==> src/rtl/alu_pkg.sv <==
// Shared types for the byte-serial 16-bit add sequencer.
package alu_pkg;

  localparam int BYTE_W = 8;

  typedef enum logic [2:0] {
    IDLE = 3'd0,
    LO   = 3'd1,
    HI   = 3'd2,
    INC  = 3'd3,
    RESP = 3'd4
  } state_t;

  typedef logic req_id_t;

endpackage

==> src/rtl/add16_share_ctrl_if.sv <==
// Requester and response bundle between the ALU front-end and the add sequencer.
interface add16_share_ctrl_if;
  import alu_pkg::*;

  logic        req0_valid;
  logic        req0_ready;
  logic [15:0] req0_a;
  logic [15:0] req0_b;
  logic        req1_valid;
  logic        req1_ready;
  logic [15:0] req1_a;
  logic [15:0] req1_b;
  logic        resp_valid;
  logic        resp_ready;
  req_id_t     resp_id;
  logic [15:0] resp_sum;
  logic        resp_carry;
  logic        busy;

  modport master (
    output req0_valid, req0_a, req0_b,
    output req1_valid, req1_a, req1_b,
    output resp_ready,
    input  req0_ready, req1_ready,
    input  resp_valid, resp_id, resp_sum, resp_carry, busy
  );

  modport slave (
    input  req0_valid, req0_a, req0_b,
    input  req1_valid, req1_a, req1_b,
    input  resp_ready,
    output req0_ready, req1_ready,
    output resp_valid, resp_id, resp_sum, resp_carry, busy
  );

endinterface

==> src/rtl/csa.sv <==
// 8-bit carry-select adder, no carry-in: the upper nibble is precomputed for both
// possible nibble carries and selected by the lower nibble's carry.
module csa (
  input  logic [7:0] a,
  input  logic [7:0] b,
  output logic [7:0] sum,
  output logic       co
);

  logic [4:0] lo_w;
  logic [4:0] hi0_w;
  logic [4:0] hi1_w;

  always_comb begin
    lo_w  = {1'b0, a[3:0]} + {1'b0, b[3:0]};
    hi0_w = {1'b0, a[7:4]} + {1'b0, b[7:4]};
    hi1_w = {1'b0, a[7:4]} + {1'b0, b[7:4]} + 5'd1;
    sum   = {(lo_w[4] ? hi1_w[3:0] : hi0_w[3:0]), lo_w[3:0]};
    co    = lo_w[4] ? hi1_w[4] : hi0_w[4];
  end

endmodule

==> src/rtl/add16_share_ctrl.sv <==
// Two-requester round-robin sequencer that runs 16-bit adds as byte passes
// through one shared 8-bit adder, returning one tagged result per request.
module add16_share_ctrl
  import alu_pkg::*;
#(
  parameter int PRIO_INIT = 0,
  parameter int SKIP_INC  = 1
) (
  input  logic                clk,
  input  logic                rst_n,
  add16_share_ctrl_if.slave   bus
);

  state_t              state_reg, state_next;
  req_id_t             prio_reg;
  req_id_t             id_reg;
  logic [15:0]         a_reg, b_reg;
  logic [BYTE_W-1:0]   sum_lo_reg, t_reg, hi_reg;
  logic                c_lo_reg, ov1_reg, carry_reg;

  logic [BYTE_W-1:0]   add_a, add_b, add_sum;
  logic                add_co;
  logic                any_valid;
  req_id_t             grant;

  csa u_csa (
    .a   (add_a),
    .b   (add_b),
    .sum (add_sum),
    .co  (add_co)
  );

  // Priority only matters on a collision; a lone requester always wins.
  assign any_valid = bus.req0_valid | bus.req1_valid;
  assign grant     = (bus.req0_valid && bus.req1_valid) ? prio_reg : req_id_t'(bus.req1_valid);

  always_comb begin
    state_next     = state_reg;
    bus.req0_ready = 1'b0;
    bus.req1_ready = 1'b0;
    add_a          = '0;
    add_b          = '0;
    case (state_reg)
      IDLE: begin
        if (any_valid) begin
          bus.req0_ready = (grant == 1'b0);
          bus.req1_ready = (grant == 1'b1);
          state_next     = LO;
        end
      end
      LO: begin
        add_a      = a_reg[7:0];
        add_b      = b_reg[7:0];
        state_next = HI;
      end
      HI: begin
        add_a      = a_reg[15:8];
        add_b      = b_reg[15:8];
        state_next = (c_lo_reg || SKIP_INC == 0) ? INC : RESP;
      end
      INC: begin
        add_a      = t_reg;
        add_b      = {7'b0, c_lo_reg};
        state_next = RESP;
      end
      RESP: begin
        if (bus.resp_ready) state_next = IDLE;
      end
      default: state_next = IDLE;
    endcase
  end

  always_ff @(posedge clk or negedge rst_n) begin
    if (!rst_n) begin
      state_reg  <= IDLE;
      prio_reg   <= req_id_t'(PRIO_INIT != 0);
      id_reg     <= 1'b0;
      a_reg      <= '0;
      b_reg      <= '0;
      sum_lo_reg <= '0;
      c_lo_reg   <= 1'b0;
      t_reg      <= '0;
      ov1_reg    <= 1'b0;
      hi_reg     <= '0;
      carry_reg  <= 1'b0;
    end else begin
      state_reg <= state_next;
      case (state_reg)
        IDLE: begin
          if (any_valid) begin
            a_reg    <= grant ? bus.req1_a : bus.req0_a;
            b_reg    <= grant ? bus.req1_b : bus.req0_b;
            id_reg   <= grant;
            prio_reg <= ~grant;
          end
        end
        LO: begin
          sum_lo_reg <= add_sum;
          c_lo_reg   <= add_co;
        end
        HI: begin
          // Result is final here when INC is skipped; INC overwrites it otherwise.
          t_reg     <= add_sum;
          ov1_reg   <= add_co;
          hi_reg    <= add_sum;
          carry_reg <= add_co;
        end
        INC: begin
          hi_reg    <= add_sum;
          carry_reg <= ov1_reg | add_co;
        end
        default: ;
      endcase
    end
  end

  assign bus.resp_valid = (state_reg == RESP);
  assign bus.resp_id    = id_reg;
  assign bus.resp_sum   = {hi_reg, sum_lo_reg};
  assign bus.resp_carry = carry_reg;
  assign bus.busy       = (state_reg != IDLE);

endmodule

==> src/flat_wrapper.sv <==
// flat-port wrapper written by rule: the top's interface ports become plain ports
module add16_share_ctrl_flat import alu_pkg::*;
#(
  parameter int PRIO_INIT = 0,
  parameter int SKIP_INC  = 1
)
  (clk, rst_n, bus_req0_valid, bus_req0_a, bus_req0_b, bus_req1_valid, bus_req1_a, bus_req1_b, bus_resp_ready, bus_req0_ready, bus_req1_ready, bus_resp_valid, bus_resp_id, bus_resp_sum, bus_resp_carry, bus_busy);
  add16_share_ctrl_if bus_i ();
  input  logic clk;
  input  logic rst_n;
  input wire logic [$bits(bus_i.req0_valid)-1:0] bus_req0_valid;
  input wire logic [$bits(bus_i.req0_a)-1:0] bus_req0_a;
  input wire logic [$bits(bus_i.req0_b)-1:0] bus_req0_b;
  input wire logic [$bits(bus_i.req1_valid)-1:0] bus_req1_valid;
  input wire logic [$bits(bus_i.req1_a)-1:0] bus_req1_a;
  input wire logic [$bits(bus_i.req1_b)-1:0] bus_req1_b;
  input wire logic [$bits(bus_i.resp_ready)-1:0] bus_resp_ready;
  output wire logic [$bits(bus_i.req0_ready)-1:0] bus_req0_ready;
  output wire logic [$bits(bus_i.req1_ready)-1:0] bus_req1_ready;
  output wire logic [$bits(bus_i.resp_valid)-1:0] bus_resp_valid;
  output wire logic [$bits(bus_i.resp_id)-1:0] bus_resp_id;
  output wire logic [$bits(bus_i.resp_sum)-1:0] bus_resp_sum;
  output wire logic [$bits(bus_i.resp_carry)-1:0] bus_resp_carry;
  output wire logic [$bits(bus_i.busy)-1:0] bus_busy;
  assign bus_i.req0_valid = bus_req0_valid;
  assign bus_i.req0_a = bus_req0_a;
  assign bus_i.req0_b = bus_req0_b;
  assign bus_i.req1_valid = bus_req1_valid;
  assign bus_i.req1_a = bus_req1_a;
  assign bus_i.req1_b = bus_req1_b;
  assign bus_i.resp_ready = bus_resp_ready;
  assign bus_req0_ready = bus_i.req0_ready;
  assign bus_req1_ready = bus_i.req1_ready;
  assign bus_resp_valid = bus_i.resp_valid;
  assign bus_resp_id = bus_i.resp_id;
  assign bus_resp_sum = bus_i.resp_sum;
  assign bus_resp_carry = bus_i.resp_carry;
  assign bus_busy = bus_i.busy;
  add16_share_ctrl #(.PRIO_INIT(PRIO_INIT), .SKIP_INC(SKIP_INC)) u_core (.clk(clk), .rst_n(rst_n), .bus(bus_i));
endmodule
==> config.mk <==
export PLATFORM = sky130hd
export DESIGN_NAME = add16_share_ctrl_flat
export DESIGN_NICKNAME = d
export VERILOG_FILES = /design/src/rtl/alu_pkg.sv /design/src/rtl/add16_share_ctrl_if.sv /design/src/rtl/csa.sv /design/src/rtl/add16_share_ctrl.sv /design/src/flat_wrapper.sv
export SDC_FILE = /design/constraint.sdc
export NUM_CORES = 1
export LEC_CHECK = 0
export CAP_MARGIN = 15
export CORE_MARGIN = 5
export CORE_UTILIZATION = 25
export CTS_BUF_LIST = sky130_fd_sc_hd__clkbuf_16
export DETAILED_ROUTE_END_ITERATION = 10
export GPL_ROUTABILITY_DRIVEN = 1
export MAX_ROUTING_LAYER = met4
export SLEW_MARGIN = 20
export SYNTH_ARGS = -nofsm -noshare
export SYNTH_HDL_FRONTEND = slang
export SYNTH_SLANG_ARGS = --single-unit
==> constraint.sdc <==
create_clock -name clk -period 5.8 [get_ports clk]
set_input_delay 1.74 -clock clk [delete_from_list [all_inputs] [get_ports clk]]
set_output_delay 1.74 -clock clk [all_outputs]
set_load 0.005 [all_outputs]
==> qor.yml <==
outcome: "finished clean"
area.sequential_um2: 1600
crit_top_cell: "clkdlybuf4s50_1"
drive_gt1_share_pct: 8.55
synth_top_flop_cell: "dfrtp_1"
viasPerCell: 4.50
yosys-mux-area-fraction_pct: 6.18
die_w_um: 125
dp_hpwl_um: 6820
grt_max_degree: 65
worst_slew_pin_slew_ns: 0.802
postCtsSetupRepairBufs: 0
final-hold-violation-count: 0
setup_viol: 0
whs_ns: 0.476
worst_slack_ns: 0.995
worst-setup-path-type: "input port to output pin"
rows: 41
rsz0062_at_grt: "false"
worst-path-stages: 4
die_area_um2: 15500
cts_tree: "done"
synth_cell_types: 34
worst_setup_path_end_kind: "output pin"
synth_adder_area_share_pct: 4.65
grt_busiest_layer: "met2"
numPortBuffers: 90
ctsHoldBuffers: 0
cts_resized: 0
reg2reg_from: "u_core.state_reg[0]"
worst-r2r-setup-slack_ns: 1.70
die_h_um: 125
synth_top_family_by_area: "compound AO/OA/AOI/OAI gates"
synth-edff-count: 0
syn-num-nets: 423
critPathLaunch: "bus_req1_valid"
clk_latency_ns: 0.33
synthArstFlopShare_pct: 100
yosysWarningCount: 0
worst-path-buf-inv: 2
p_leak_nw: 2.10
antenna_found_initial: 0
gr-total-overflow: 0
path_max_fanout: 3
seq_area_frac_synth_pct: 48.8
cpLargestDelayFamily: "buffers and inverters"
clock_skew_ns: 0.00792
ff2ff_path_depth: 9
cts_root_buf: "clkbuf_16"
area_growth_pct: 40.8
numCtsBuffers: 9
synthSimpleGateAreaFrac_pct: 15.4
ios: 91
cts_buffer_depth: 2
grt_pass1_wl_um: 14700
peakVddDrop_mv: 0.171
synth.avg_cell_area_um2: 9.57
globalRouteMet3Util_pct: 3.82
antenna_left: 0
clock-sinks: 64
timing.setup.tns_ns: 0
fmax_mhz: 208
start_kind: "input port"
synth_xor_xnor_area_share_pct: 1.87
fillers: 1339
cp_cell_sequence: "clkdlybuf4s50_1, o21ai_1, nor2_2, clkdlybuf4s50_1"
fin_util_pct: 36.3
path_clk_slew_ns: 0.06
hp-class: "register to register"
route.detailed.drc: 0
relSlewSlack_pct: 46.5
first_iter_violations: 144
htreeDepth: 3
post-route-period-util_pct: 82.8
cp.required_ns: 4.06
maxSlewViolCount: 0
r2r_end: "u_core.c_lo_reg"
crit_arrival_ns: 3.06
routed_wl_um: 8830
num_vias: 2723
wl_per_cell_um: 14.6
globalRouteMet1Util_pct: 15.3
multi_input_area_um2: 1510
dp_slack_ns: 0.980
synth_compound_area_share_pct: 17.8
place.gp.congestion: 0.800
globalRouteTotalUtil_pct: 12.1
syn_inst: 343
min_period_ns: 4.80
grt_use_met2_pct: 19.3
diodes: 0
coreArea_um2: 12700
max_stage_delay_ns: 0.54
crit_slowest_cell: "clkdlybuf4s50_1"
ys_ff_latch: 64
syn_area_um2: 3280
drtPass1Iterations: 4
fin_nets: 508
endpoint: "bus_req1_ready"
grt_pass1_vias: 2964
drv_cap: 0
power_density_nw_per_um2: 501
initial_core_util_pct: 25.8
==> worst min path at each step <==
stage	start	endpoint	slack, ns	depth (start not counted)
3_3_place_gp	u_core.t_reg[0]	u_core.t_reg[0]	0.46	2
2_1_floorplan	u_core.t_reg[0]	u_core.t_reg[0]	0.44	2
5_1_grt	u_core.hi_reg[2]	u_core.hi_reg[2]	0.51	2
6_report	u_core.hi_reg[1]	u_core.hi_reg[1]	0.48	2
4_1_cts	u_core.sum_lo_reg[2]	u_core.sum_lo_reg[2]	0.48	2
3_5_place_dp	u_core.sum_lo_reg[2]	u_core.sum_lo_reg[2]	0.47	2
==> per-stage QoR <==
stage                     std cells  power (mW)  instance area (um2)
after global routing            605        2.50                 4620
final                           605        2.31                 4620
after global placement          589        1.73                 4300
after CTS                       605        2.35                 4620
after detailed placement        589        1.76                 4300
after floorplan                 343        1.41                 3280
==> kinds of logic after synthesis <==
| logic type | Yosys count |
|---|---|
| xor gates and xnor gates | 7 |
| adders and majority gates | 11 |
| DFF | 64 |
| buffers and inverters | 32 |
| muxes | 19 |
| AOI/OAI and AO/OA | 88 |
| and+or+nand+nor | 122 |
==> cell type report <==
cell class	instances	share of cell area, %
repair buffers	95	20.2
clock inverters	7	2.06
multi-input cells	247	32.7
clock buffers	9	4.87
flip-flops and latches	64	34.7
well taps	172	4.66
inverters	11	0.894
==> worst min-delay path, cell delays in order (launching register included) <==
cell and delay [ns]:
dfrtp_1 0.34, nand2_1 0.05, o21ai_0 0.06
==> per-layer routing <==
| layer | share of wire, % | vias up |
|---|---|---|
| met4 | 0.74 | 0 |
| met5 | 0 | - |
| li1 | - | 1348 |
| met3 | 4.8 | 6 |
| met2 | 47 | 68 |
| met1 | 48 | 1301 |
==> report_power, final <==
part           leakage (nW)  internal (mW)  total, mW  switching, mW
registers             0.814          0.646      0.803          0.158
clock network         0.157          0.376      0.575          0.198
logic                  1.13          0.442      0.935          0.493
==> placed cells by master, fill, tap and decap left out, drive strengths merged, types with 5 or more instances in the layout <==
| cell | count |
|---|---|
| clkdlybuf4s50 | 89 |
| inv | 12 |
| a22o | 5 |
| o21ai | 33 |
| mux2 | 10 |
| mux2i | 9 |
| a22oi | 32 |
| a21oi | 10 |
| nor2 | 16 |
| dfrtp | 64 |
| ha | 9 |
| clkbuf | 9 |
| nand2 | 90 |
| a21o | 6 |
| buf | 6 |
==> synth_stat cells, types with 2 or more instances <==
library cell   n  share of area [%]
o21ai_0       32                4.9
a21oi_1       10                1.5
ha_1           9                3.4
mux2i_1        9                2.7
nand2_1       90                 10
nand2b_1       3               0.57
dfrtp_1       64                 49
mux2_2        10                3.4
a22oi_2        2               0.76
inv_1         11                1.3
a21o_1         6                1.4
clkbuf_1      10                1.1
a22oi_1       30                6.9
fa_1           2                1.2
a22o_1         5                1.3
nor2_1        16                1.8
buf_2          4               0.61
buf_6          6                2.1
nor2b_1        4               0.76
xnor2_1        3               0.80
xor2_1         4                1.1
No activity file was read; power rests on OpenSTA's default activity.
==> RTL change 1, RTL diff (same settings) <==
Make the reset (`rst_n`) synchronous in one clocked block.
--- a/src/rtl/add16_share_ctrl.sv
+++ b/src/rtl/add16_share_ctrl.sv
@@ -70,7 +70,7 @@
     endcase
   end
 
-  always_ff @(posedge clk or negedge rst_n) begin
+  always_ff @(posedge clk) begin
     if (!rst_n) begin
       state_reg  <= IDLE;
       prio_reg   <= req_id_t'(PRIO_INIT != 0);
Behaviour: differs if rst_n is asserted again (counterexample within 4 cycles, from zero or initial values and one cycle with rst_n low); with rst_n held inactive, the same outputs for 10 cycles.
==> RTL change 1 against the original RTL <==
Highest routed layer unchanged. Non-clock buffer count stayed put. Critical path depth stayed put. Hold slack worse by 0.023 ns. Worst setup slack worse by 0.039 ns. Cell area is 1.4% higher. Wire length is 0.53% higher. Maximum frequency is 0.81% lower. Sequential cell count stayed put. Area after synthesis is 2.9% higher.
Power is not compared: it rests on default switching activity, and its combinational part moved more than twofold at a synthesized area within 25%.
==> RTL change 1: results (changes against the original RTL) <==
status:
  status: "finished clean"
cts:
  cts_resized: 0  # unchanged
  postCtsSetupRepairBufs: 0  # unchanged
  path_clk_slew_ns: 0.05
  cts_buffers: 9  # unchanged
  root_buffer: "clkbuf_16"
  clock_latency_ns: 0.33  # about the same
  clock_path_buffers: 2  # unchanged
  cts_max_level: 3  # unchanged
synthesis:
  yosysUniqueCellTypes: 41  # +21%
  synth-seq-area-share_pct: 37.94  # -11 points
  synth_common_cells: "nand2_1 (74), dfxtp_1 (64), a22oi_1 (23), nor2_1 (19), o211a_1 (18)"
  synth_flop_cell: "dfxtp_1"
  synth_area_leaders: "dfxtp_1 (38%), nand2_1 (8.2%), o211a_1 (5.3%), a22oi_1 (5.1%), a21boi_0 (3.8%)"
  synth_warnings: 0  # unchanged
  synthArstFlopShare_pct: 0  # -100 points
  syn_nets: 451  # +6.6%
global_routing:
  track_usage_pct: 11.60  # -0.49 points
  grt_pass1_vias: 3021  # +1.9%
  grt_first_pass_wirelength_mm: 14.43  # -2.1%
  antenna_found_initial: 0  # unchanged
  grt_max_degree: 67  # +3.1%
worst_hold_path:
  min-delay-start: "u_core.a_reg[6]"
  hold_end: "u_core.a_reg[6]"
  min_path_type: "reg2reg"
  min_path_cells: 2  # unchanged
place:
  pre_cts_slack_ns: 0.9561  # -0.02413 ns
  gp_congestion: 0.8515  # +6.5%
  dpl.hpwl_mm: 6.721  # -1.5%
  io_buffers: 90  # unchanged
worst_setup_path:
  rr_worst_depth: 13  # +4
  reg2reg_to: "u_core.c_lo_reg"
  cp_max_fo: 3  # unchanged
  timing.rr.start: "u_core.state_reg[1]"
  rrSetupSlack_ns: 2.09  # +0.39 ns
  worst_ep_arrival_time_ns: 3.10  # +0.04 ns
finish:
  antenna-diode-count: 0  # unchanged
  nets: 531  # +4.5%
  drive_gt1_share_pct: 11.84  # +3.3 points
route:
  vias: 2913  # +7.0%
  dr.pass1.iters: 4  # unchanged
  drt_iter0_markers: 141  # -2.1%
  routedWlPerCell_um: 14.04  # -3.8%
timing:
  slew-limit-headroom_pct: 33.37  # -13 points
  hold_ws_ns: 0.4534  # -0.02310 ns
  fin_skew_ns: 0.007967  # +0.00004522 ns
power:
  leakage_nw: 1.966
  ir_drop_uv: 119.5
RTL change 1: metrics by stage:
step,power (mW),cells,area (um2)
after global routing,1.356,632,4684
after CTS,1.308,632,4684
final,1.289,632,4684
after detailed placement,0.7847,616,4395
after global placement,0.7772,616,4395
after floorplan,0.6718,371,3377
RTL change 1: worst max-delay path, cell delays in order:
cell	delay, ns
clkdlybuf4s50_1	0.50
inv_1	0.09
a211oi_4	0.23
clkdlybuf4s50_1	0.54
RTL change 1: worst max-delay path by stage:
stage                               from        endpoint  slack, ns
after floorplan           bus_req0_valid  bus_req1_ready       1.60
after global placement    bus_req0_valid  bus_req0_ready       0.98
after detailed placement  bus_req0_valid  bus_req0_ready       0.96
after CTS                 bus_req0_valid  bus_req0_ready       0.95
after global routing      bus_req1_valid  bus_req1_ready       0.87
final                     bus_req0_valid  bus_req0_ready       0.96
RTL change 1: cell families after synthesis:
family          share of synthesized area (%)
compound gates                          29.23
xor+xnor                                2.223
fa+ha+maj                               4.520
buf+inv                                 5.446
flops                                   37.94
mux                                     5.965
simple gates                            14.67
RTL change 1: area by class of cell:
cell class | instances | area, um2
Clock buffer | 9 | 225.2
Clock inverter | 7 | 63.81
Fill cell | 1373 | 8558
Inverter | 13 | 48.80
Multi-Input combinational cell | 268 | 1912
Sequential cell | 64 | 1281
Tap cell | 176 | 220.2
Timing Repair Buffer | 95 | 933.4
RTL change 1: power breakdown:
part	leakage, nW	internal [mW]	total, mW	switching (mW)
registers	0.524	0.479	0.510	0.0310
logic	1.30	0.136	0.260	0.124
clock network	0.144	0.328	0.519	0.191
RTL change 1: routing by layer:
layer  vias up  part of all wire, %  GRT usage, %  wire length (um)
li1       1470                    -             -                 -
met5         -                    0             -                 0
met4         0                 0.41         2.776                36
met3         6                  4.8         3.768               429
met2        68                   48         18.50              4288
met1      1369                   46         14.30              4120
==> RTL change 2, RTL diff (same flow settings) <==
Made on the original files. Re-encode `state_t` (5 states) as one-hot, 5 bits wide.
--- a/src/rtl/alu_pkg.sv
+++ b/src/rtl/alu_pkg.sv
@@ -3,12 +3,12 @@
 
   localparam int BYTE_W = 8;
 
-  typedef enum logic [2:0] {
-    IDLE = 3'd0,
-    LO   = 3'd1,
-    HI   = 3'd2,
-    INC  = 3'd3,
-    RESP = 3'd4
+  typedef enum logic [4:0] {
+    IDLE = 5'b00001,
+    LO   = 5'b00010,
+    HI   = 5'b00100,
+    INC  = 5'b01000,
+    RESP = 5'b10000
   } state_t;
 
   typedef logic req_id_t;
Check against the original RTL: same outputs for any inputs over 10 cycles, from zero or initial values and one cycle with rst_n low; not proved beyond that.
==> RTL change 2 against the original RTL <==
Area after synthesis decreased by 1.8%. Core utilization decreased by 0.64 points. Cell area decreased by 2.5%. Sequential cell count increased by 2. Count of clock-buffer cells in the layout unchanged. Worst setup slack got worse by 0.16 ns. Wire length decreased by 0.46%. Power decreased by 15%. Combinational power decreased by 22%. Synthesized cell count decreased by 12%. Global-route usage increased by 0.21 points. Critical path type unchanged.
==> RTL change 2: results (changes against the original RTL) <==
cts:
  root_buffer: "clkbuf_16"
  clock_path_buffers: 2  # unchanged
  path_clk_slew_ns: 0.05
  cts_resized: 0  # unchanged
  cts_buffers: 9  # unchanged
  cts_max_level: 3  # unchanged
  postCtsSetupRepairBufs: 0  # unchanged
worst_hold_path:
  min-delay-start: "u_core.sum_lo_reg[1]"
synthesis:
  synthArstFlopShare_pct: 100.0  # unchanged
  yosysUniqueCellTypes: 37  # +8.8%
  synth_common_cells: "dfrtp_1 (65), inv_1 (52), a222oi_1 (41), nand2_1 (34), o21ai_0 (16)"
  synthAdderAreaFrac_pct: 4.738  # +0.087 points
  synthMuxAreaShare_pct: 0.9320  # -5.2 points
  synth_warnings: 0  # unchanged
  synth-compound-area-share_pct: 22.10  # +4.3 points
  synth_area_leaders: "dfrtp_1 (50%), a222oi_1 (13%), inv_1 (6.1%), nand2_1 (4.0%), ha_1 (3.5%)"
  synth_xor_area_share_pct: 1.903  # +0.035 points
  avgSynthCellArea_um2: 10.63  # +11%
  syn_nets: 383  # -9.5%
  synth-seq-area-share_pct: 51.30  # +2.5 points
power:
  ir_drop_uv: 212.6  # +24%
  leakage_nw: 2.160  # +2.6%
  p_switching_mw: 0.7006  # -17%
place:
  dp_cells: 550  # -6.6%
  gp_congestion: 0.8373  # +4.7%
  pre_cts_slack_ns: 0.8351  # -0.1451 ns
  dpl.hpwl_mm: 6.587  # -3.5%
  dpl_cell_area_mm2: 0.004232  # -1.6%
worst_setup_path:
  worstSetupStartpoint: "bus_req1_valid"
  cp_max_fo: 4  # +1
  worst_ep_arrival_time_ns: 3.23  # +0.17 ns
  timing.rr.start: "u_core.state_reg[4]"
global_routing:
  grt_max_degree: 67  # +3.1%
  track_usage_pct: 12.30  # +0.21 points
  grt_pass1_vias: 2821  # -4.8%
  grt_first_pass_wirelength_mm: 13.84  # -6.1%
  antenna_found_initial: 0  # unchanged
route:
  dr.pass1.iters: 7  # +3
  routedWlPerCell_um: 15.52  # +6.4%
  vias: 2634  # -3.3%
  drt_iter0_markers: 303  # +110%
timing:
  fin_skew_ns: 0.006434  # -0.001487 ns
  worst_pin_slew_ns: 0.8426  # +0.04012 ns
finish:
  drive_gt1_share_pct: 7.360  # -1.2 points
  fillers: 1309  # -2.2%
  fin_cells: 566  # -6.4%
  nets: 469  # -7.7%
status:
  status: "finished clean"
[RTL change 2: cell count changes in the layout (fill, tap and decap cells not counted), moves of 10 or more]
cell / before / now
inv_1: 11 / 53
a22oi_1: 30 / 2
nand2_1: 90 / 34
mux2_2: 10 / 0
o21ai_0: 31 / 16
a222oi_1: 0 / 41
[RTL change 2: layout make-up]
cell class | count | area [um2] | share of cell area, %
Clock buffer | 9 | 225.2 | 5.001
Inverter | 52 | 195.2 | 4.335
Clock inverter | 7 | 46.29 | 1.028
Tap cell | 172 | 215.2 | 4.779
Multi-Input combinational cell | 167 | 1250 | 27.76
Sequential cell | 66 | 1653 | 36.70
Timing Repair Buffer | 93 | 918.4 | 20.39
[RTL change 2: layer usage]
metal  track usage, %  up-vias  routed length [um]
met5                -        -                   0
met4            3.391        0                 104
met3            3.477        8                 508
met2            18.99      107                4091
met1            15.86     1248                4084
li1                 -     1271                   -
[RTL change 2: critical path: stages]
cell,delay [ns]
clkdlybuf4s50_1,0.64
o21ai_0,0.16
nor2_2,0.14
clkdlybuf4s50_1,0.54
[RTL change 2: power groups by stage]
stage                     sequential [mW]  combinational, mW  clock (mW)
after floorplan                     0.723              0.511           0
after global placement              0.769              0.726           0
after detailed placement            0.770              0.740           0
after CTS                           0.763              0.745       0.501
after global routing                0.784              0.829       0.522
final                               0.759              0.733       0.485
[RTL change 2: path summary, 6_finish.rpt]
kind | cells after the start | slack (ns) | endpoint
min reg2reg | 2 | 0.48 | u_core.sum_lo_reg[1]
min in group asynchronous | 2 | 1.59 | u_core.hi_reg[4]
max reg2reg | 12 | 1.91 | u_core.ov1_reg
min | 2 | 0.48 | u_core.sum_lo_reg[1]
max | 4 | 0.83 | bus_req1_ready
max in group asynchronous | 2 | 3.64 | u_core.a_reg[7]
